[src/rtl/rvc_fetch_aligner.sv]
// rvc_fetch_aligner: splits/stitches 32-bit fetch words into single RISC-V instructions for decode.
module rvc_fetch_aligner #(
    parameter int VLEN = 64
) (
    input  logic            clk_i,
    input  logic            rst_ni,
    input  logic            flush_i,
    input  logic            fetch_valid_i,
    output logic            fetch_ready_o,
    input  logic [31:0]     fetch_data_i,
    input  logic [VLEN-1:0] fetch_addr_i,
    output logic            instr_valid_o,
    input  logic            instr_ready_i,
    output logic [31:0]     instr_o,
    output logic [VLEN-1:0] instr_addr_o,
    output logic            is_compressed_o
);
    typedef enum logic [1:0] {EMPTY, FULL, HI, STITCH} state_t;

    state_t          r_state;
    logic [31:0]     r_word;
    logic [VLEN-1:0] r_addr;
    logic [15:0]     r_half;
    logic [VLEN-1:0] r_half_addr;

    logic            w_lo_c;
    logic            w_hi_c;
    logic            w_refill;
    logic            w_fetch_hs;
    logic            w_instr_hs;
    logic [VLEN-1:0] w_addr_p2;

    assign w_lo_c    = r_word[1:0] != 2'b11;
    assign w_hi_c    = r_word[17:16] != 2'b11;
    assign w_addr_p2 = r_addr + VLEN'(2);

    always_comb begin
        instr_valid_o = 1'b0;
        fetch_ready_o = 1'b0;
        instr_o       = '0;
        instr_addr_o  = '0;
        w_refill      = 1'b0;
        case (r_state)
            EMPTY: fetch_ready_o = 1'b1;
            FULL: begin
                instr_valid_o = 1'b1;
                instr_o       = w_lo_c ? {16'b0, r_word[15:0]} : r_word;
                instr_addr_o  = r_addr;
                w_refill      = !w_lo_c;
            end
            HI: begin
                instr_valid_o = w_hi_c;
                instr_o       = w_hi_c ? {16'b0, r_word[31:16]} : '0;
                instr_addr_o  = w_hi_c ? w_addr_p2 : '0;
                fetch_ready_o = !w_hi_c;
                w_refill      = w_hi_c;
            end
            STITCH: begin
                instr_valid_o = 1'b1;
                instr_o       = {r_word[15:0], r_half};
                instr_addr_o  = r_half_addr;
            end
            default: ;
        endcase
        // last instruction of the word leaves this cycle: accept the next word without a bubble
        if (w_refill) fetch_ready_o = instr_ready_i;
        if (flush_i) begin
            instr_valid_o = 1'b0;
            fetch_ready_o = 1'b0;
        end
    end

    assign is_compressed_o = instr_o[1:0] != 2'b11;
    assign w_fetch_hs      = fetch_valid_i & fetch_ready_o;
    assign w_instr_hs      = instr_valid_o & instr_ready_i;

    always_ff @(posedge clk_i or negedge rst_ni) begin
        if (!rst_ni) begin
            r_state     <= EMPTY;
            r_word      <= '0;
            r_addr      <= '0;
            r_half      <= '0;
            r_half_addr <= '0;
        end else if (flush_i) begin
            r_state <= EMPTY;
            r_half  <= '0;
        end else if (r_state == HI && !w_hi_c) begin
            // upper half starts a 32-bit instr: park it and pull the sequential word
            if (w_fetch_hs) begin
                r_half      <= r_word[31:16];
                r_half_addr <= w_addr_p2;
                r_word      <= fetch_data_i;
                r_addr      <= r_addr + VLEN'(4);
                r_state     <= STITCH;
            end
        end else if (w_fetch_hs) begin
            r_word  <= fetch_data_i;
            r_addr  <= fetch_addr_i & ~VLEN'(3);
            r_state <= fetch_addr_i[1] ? HI : FULL;
        end else if (w_instr_hs) begin
            r_state <= ((r_state == FULL && w_lo_c) || r_state == STITCH) ? HI : EMPTY;
        end
    end
endmodule

[config.mk]
export PLATFORM = sky130hd
export DESIGN_NAME = rvc_fetch_aligner
export DESIGN_NICKNAME = d
export VERILOG_FILES = /design/src/rtl/rvc_fetch_aligner.sv
export SDC_FILE = /design/constraint.sdc
export NUM_CORES = 1
export LEC_CHECK = 0
export ABC_AREA = 1
export BUFFER_PORTS_ARGS = -buffer_cell sky130_fd_sc_hd__buf_2
export CORE_ASPECT_RATIO = 0.9
export CORE_MARGIN = 4
export CORE_UTILIZATION = 40
export CTS_CLUSTER_SIZE = 30
export DETAILED_ROUTE_END_ITERATION = 16
export GPL_ROUTABILITY_DRIVEN = 0
export PLACE_DENSITY_LB_ADDON = 0.2
export SLEW_MARGIN = 20
export SYNTH_ARGS = -nofsm -noshare
export SYNTH_HDL_FRONTEND = slang
export SYNTH_SLANG_ARGS = --single-unit
[constraint.sdc]
create_clock -name clk_i -period 1.8 [get_ports clk_i]
set_input_delay 0.27 -clock clk_i [delete_from_list [all_inputs] [get_ports clk_i]]
set_output_delay 0.27 -clock clk_i [all_outputs]
set_load 0.03 [all_outputs]
==> results of run 1 <==
## worst max path at each step
| stage | start | end | slack (ns) | cells after the start |
|---|---|---|---|---|
| after floorplan | r_state[0]$_DFFE_PN0P_ | instr_addr_o[1] | -0.11 | 5 |
| after global placement | r_state[0]$_DFFE_PN0P_ | r_addr[57]$_DFFE_PN0P_ | -0.21 | 11 |
| after detailed placement | r_state[0]$_DFFE_PN0P_ | r_addr[54]$_DFFE_PN0P_ | -0.27 | 11 |
| after CTS | r_state[0]$_DFFE_PN0P_ | instr_addr_o[47] | -0.50 | 11 |
| after global routing | r_state[0]$_DFFE_PN0P_ | instr_addr_o[55] | -0.65 | 11 |
| final | r_state[0]$_DFFE_PN0P_ | instr_addr_o[21] | -0.57 | 11 |
## registers in the layout, indices dropped and copies added, names as in the netlist
register / cells
r_half: 16
r_word: 32
r_half_addr: 63
r_addr: 62
r_state: 2
## what timing repair did
item / CTS / global route
endpoints found under the setup margin: 273 / 273
endpoints found under the hold margin: 44 / 0
gates resized for setup: 410 / 101
hold buffers: 7 / 0
buffers inserted: 44 / 13
pin swaps: 27 / 33
cloned: 31 / 4
## synthesized netlist by cell type (all sizes together)
library cell / instances / area share, %
a211oi: 1 / 0.068
a21oi: 16 / 0.73
a221oi: 1 / 0.080
a22oi: 1 / 0.068
a31oi: 15 / 0.85
and2: 1 / 0.057
buf: 41 / 2.0
clkbuf: 42 / 1.4
clkinv: 1 / 0.034
conb: 1 / 0.034
dfrtp: 175 / 40
ha: 6 / 0.68
inv: 242 / 8.3
mux2i: 1 / 0.091
nand2: 679 / 23
nand3: 94 / 4.3
nand4: 22 / 1.4
nor2: 125 / 4.4
nor3: 10 / 0.45
nor3b: 1 / 0.068
o211ai: 7 / 0.48
o21a: 1 / 0.068
o21ai: 129 / 5.9
o22ai: 47 / 2.7
o31ai: 2 / 0.14
or2: 5 / 0.28
xnor2: 5 / 0.40
xor2: 27 / 2.1
## metal layers
| layer | vias up | GRT usage (%) |
|---|---|---|
| met4 | 6 | 9.24 |
| met2 | 718 | 49.4 |
| li1 | 6133 | - |
| met1 | 6420 | 39.3 |
| met5 | - | 0 |
| met3 | 128 | 6.46 |
## metrics by stage
stage	instances	setup slack [ns]	TNS, ns	hold WS [ns]
global route	2473	-0.645	-147.39	0.0102
finish	2473	-0.567	-122.77	0.00186
CTS	2456	-0.501	-98.93	0.000597
global placement	2343	-0.212	-34.51	0.240
detailed placement	2343	-0.275	-49.09	0.234
floorplan	1698	-0.106	-8.56	-0.0256
## critical path, stage by stage (launching register included)
cell	delay, ns
dfrtp_2	0.47
inv_4	0.10
ha_4	0.15
nand2_4	0.07
inv_4	0.10
nor2_4	0.05
buf_12	0.15
buf_12	0.14
o22ai_4	0.12
nand2_2	0.10
inv_2	0.07
buf_6	0.12
## cell type report
class                      instances  area, sq um  share of cell area (%)
clock buffer                      17          425                    2.34
clock inverter                    15          190                    1.05
inverter                         243          947                    5.22
multi-input combinational       1197         6440                    35.5
sequential                       175         4380                    24.2
tap                              354          443                    2.44
timing repair buffer             472         5310                    29.3
## where the power goes
group	internal, mW	total (mW)	switching (mW)
clock network	2.02	4.03	2.01
logic	1.08	2.46	1.38
registers	4.33	4.79	0.457
## cell families (layout without fill, tap and decap cells)
logic type	after synthesis	after routing	synth area share [%]
compound gates	220	220	11.1
xor+xnor	32	32	2.55
fa+ha+maj	6	6	0.682
buf+inv	326	747	11.7
flops	175	175	39.8
mux	1	1	0.0910
other cells	1	1	0.0341
simple gates	937	937	34.1
==> results.ini, run 1 <==
[run_status]
status = finished with violations
failed_checks = setup timing

[cells_and_area]
final_common_cell = nand2_1
diodes = 0
drive_above_1_share_pct = 32.4
finalInstanceArea_sq_um = 18100
fin_nets = 2213
finish.utilization_pct = 67.1
area_growth_pct = 64.9
most-common-layout-cells = nand2_1 (639), inv_1 (206), dfrtp_1 (173)
n_fill_cell = 2115

[detailed_routing]
top_layer = met5
wl_per_cell_um = 19.2
drc = 0
drt-met1-wl_um = 19200
wl_met3_um = 4360
vias_per_cell = 5.42
drtIter0Drc = 1547
num_vias = 13400
drtPass1Iterations = 6
wirelength_um = 47400
met2_length_um = 22500
ant_nets = 0

[global_routing]
grt_pass1_vias = 13100
antenna_found_initial = 3
grt_util_all_layers_pct = 29.8
grt_first_pass_wirelength_um = 71100
grt_max_degree = 53
overflow = 0

[logic_synthesis]
syn_nets = 1805
ys_types = 37
yosys_warnings = 0
seq_area_frac_synth_pct = 39.8
synth_seq_cells = 175
syn_area_sq_um = 11000
avgSynthCellArea_sq_um = 6.48
synthCells = 1698

[timing]
fmax_ghz = 0.422
setup_violations = 273
timing.final.crit_share_pct = 132
skew_ns = 0.0146
setup_slack_ns = -0.567
hold_violations = 0
period_needed_ns = 2.37
slew_viol_final = 0
rsz0062_at_grt = yes

[hold_path]
worstHoldEndpoint = r_word[23]$_DFFE_PN0P_
worstHoldPathType = primary input to flop
min_path_cells = 3
worstHoldStart = fetch_data_i[23]

[setup_path]
cp-end-kind = output pin
r2r_end = r_addr[61]$_DFFE_PN0P_
r2r_start = r_state[0]$_DFFE_PN0P_
cp_max_fo = 5
regToRegSetupSlack_ns = -0.54
start_kind = flop
critPathArrivalTime_ns = 2.10
critPathKind = flop to output pin
required_ns = 1.53
r2r_cells = 18

[clock_network]
clk_latency_ns = 0.46
clock-sinks = 175
cts_made_buffers = 17
cts_tree = built
clockBufferDepth = 2
clk_pin_slew_worst_paths_ns = 0.08
htreeDepth = 4
clockRootBuffer = clkbuf_16

[placement]
place_hpwl_um = 29200
port_buffers = 197
placed_area_sq_um = 14200

[floorplanning]
fp.coreArea_sq_um = 27000
initial_utilization_pct = 40.7
die_w_um = 183
rows = 57
dieHeight_um = 165
die_area_sq_um = 30200
pin_count = 200

[power]
finalPower_mw = 11.3
leakage_nw = 8.80
power_density_nw_per_um2 = 622
irDropWorstVdd_uv = 641

[job]
max-cap-violations = 0

Note: power is estimated with default switching activity, not from simulation.
==> run 2: changes to the inputs <==
--- a/config.mk
+++ b/config.mk
@@ -6,7 +6,7 @@
 export NUM_CORES = 1
 export LEC_CHECK = 0
 export ABC_AREA = 1
-export BUFFER_PORTS_ARGS = -buffer_cell sky130_fd_sc_hd__buf_2
+export BUFFER_PORTS_ARGS = -buffer_cell sky130_fd_sc_hd__buf_4
 export CORE_ASPECT_RATIO = 0.9
 export CORE_MARGIN = 4
 export CORE_UTILIZATION = 40
==> run 2 against run 1 <==
  * The run still ends with setup timing left
  * Worst setup slack worse by 0.048 ns
  * Fmax down 2.0%
  * Clock skew down 0.00072 ns
  * Clock power down 6.0%
  * Sequential power about the same
  * Wire length down 5.1%
  * Die area unchanged
  * Total power down 3.4%
==> results.ini, run 2 (synthesized netlist as in run 1, its figures left out) <==
[setup_path]
crit_path_top_delay_cell = dfrtp_2
r2r_cells = 15
path_depth = 15
cp_max_fo = 8
cp_top_family = buffers and inverters
critPathKind = flop to flop
start_kind = flop
cp-end-kind = flop
path_buf_inv = 7
cp_common_cell = nand2_2
slowest_delay_ns = 0.45
critPathArrivalTime_ns = 2.77
path_cells = inv_2, ha_4, buf_4, buf_6, nand2_2, nand2_2, inv_2, nand2_2, buf_6, nand4_4, nor2_4, clkbuf_16, clkbuf_16, nand2_1, o211ai_1
required_ns = 2.15

[power]
irDropWorstVdd_uv = 658
leakage_nw = 8.67
power_density_nw_per_um2 = 619
finalPower_mw = 10.9

[floorplanning]
die_area_sq_um = 30200
pin_count = 200
initial_utilization_pct = 40.7
rows = 57
dieHeight_um = 165
fp.coreArea_sq_um = 27000
die_w_um = 183

[cells_and_area]
seqCellArea_sq_um = 4380
largest_register_ffs = 63
final_common_cell = nand2_1
top_register = r_half_addr
most-common-layout-cells = nand2_1 (602), buf_4 (271), inv_1 (221)
area_growth_pct = 60.2
drive_above_1_share_pct = 33.8
fin_nets = 2176
n_fill_cell = 2218
reg_top3 = r_half_addr: 63 flops, r_addr: 62 flops, r_word: 32 flops
multi_input_comb_area_sq_um = 6600
diodes = 0

[detailed_routing]
drc = 0
drtIter0Drc = 1204
num_vias = 13000
wirelength_um = 45000
ant_nets = 0
drtPass1Iterations = 6
vias_per_cell = 5.34
wl_per_cell_um = 18.5

[clock_network]
clockRootBuffer = clkbuf_16
cts_tree = built
htreeDepth = 4
clockBufferDepth = 2
cts_made_buffers = 17
clk_latency_ns = 0.44
clock-sinks = 175
clk_pin_slew_worst_paths_ns = 0.08

[timing]
skew_ns = 0.0139
timing.final.crit_share_pct = 134
hold_violations = 0
worstMarginPinSlew_ns = 0.544
setup_slack_ns = -0.615
setup_violations = 273
fmax_ghz = 0.414
slew_viol_final = 0
slew_headroom_pct = 63.7
finalSetupTns_ns = -128.69
period_needed_ns = 2.42
rsz0062_at_grt = yes

[global_routing]
grt_util_all_layers_pct = 26.8
antenna_found_initial = 0
grt_max_degree = 51
grt_first_pass_wirelength_um = 64300
overflow = 0
grt_pass1_vias = 12100

[run_status]
status = finished with violations
failed_checks = setup timing

[hold_path]
min_path_cells = 3
worstHoldPathType = primary input to flop

[placement]
place_hpwl_um = 28700
pre_cts_ws_ns = -0.209
port_buffers = 197

[job]
max-cap-violations = 0

run 2: cell count changes in the layout (fill, tap and decap cells not counted), moves of 15 or more:
cell and change:
nand3_2 +15, buf_12 -28, buf_16 -15, nand2_2 +34, buf_4 +127, o21ai_1 -28, inv_1 +15, nand3_1 -18
buf_2 -98, o21ai_2 +17, nand2_1 -37, buf_6 -31
run 2: layer usage:
layer  vias to the layer above  GRT usage (%)  part of all wire, %
met5                         -              0                    0
met4                         0           8.63                  3.3
met3                       104           3.61                  8.4
met2                       654           42.7                   46
met1                      6218           38.2                   42
li1                       6042              -                    -
run 2: what timing repair did:
action,in CTS,in global routing
endpoints found under the setup margin,272,273
pin swaps,12,31
hold buffers,1,0
resized for setup,196,201
endpoints found under the hold margin,44,0
setup buffers,23,20
cloned,13,21
run 2: cell type report:
class / count / share of cell area, %
inverter: 243 / 5.34
clock inverter: 15 / 0.930
sequential: 175 / 24.9
tap: 354 / 2.51
clock buffer: 17 / 2.41
multi-input combinational: 1197 / 37.4
timing repair buffer: 435 / 26.5
run 2: through the flow:
stage | std cells | hold WS (ns) | util [%] | area [sq um]
after CTS | 2405 | 0.00311 | 61.0 | 16500
after global placement | 2337 | 0.265 | 53.8 | 14500
final | 2436 | 0.0128 | 65.2 | 17600
after floorplan | 1698 | -0.0256 | - | 11500
after global routing | 2436 | 0.00552 | 65.2 | 17600
after detailed placement | 2337 | 0.262 | 53.8 | 14500
run 2: path summary, 6_finish.rpt:
path | to | slack, ns | startpoint
max | r_addr[32]$_DFFE_PN0P_ | -0.62 | r_state[0]$_DFFE_PN0P_
min | r_word[7]$_DFFE_PN0P_ | 0.01 | fetch_data_i[7]
max reg2reg | r_addr[32]$_DFFE_PN0P_ | -0.62 | r_state[0]$_DFFE_PN0P_
min reg2reg | r_half_addr[1]$_DFFE_PN0P_ | 0.48 | r_half_addr[1]$_DFFE_PN0P_
max in group asynchronous | r_half_addr[45]$_DFFE_PN0P_ | 0.76 | rst_ni
min in group asynchronous | r_half_addr[14]$_DFFE_PN0P_ | 0.36 | rst_ni
run 2: worst reg2reg max path, stage by stage (launching register included):
cell,delay (ns)
dfrtp_2,0.45
inv_2,0.10
ha_4,0.15
buf_4,0.11
buf_6,0.09
nand2_2,0.06
nand2_2,0.07
inv_2,0.05
nand2_2,0.07
buf_6,0.10
nand4_4,0.16
nor2_4,0.35
clkbuf_16,0.28
clkbuf_16,0.17
nand2_1,0.06
o211ai_1,0.07
run 2: report_power, final:
group	leakage [nW]	internal, mW	switching, mW
combinational	6.39	1.03	1.32
clock	0.291	1.88	1.91
sequential	1.99	4.33	0.436
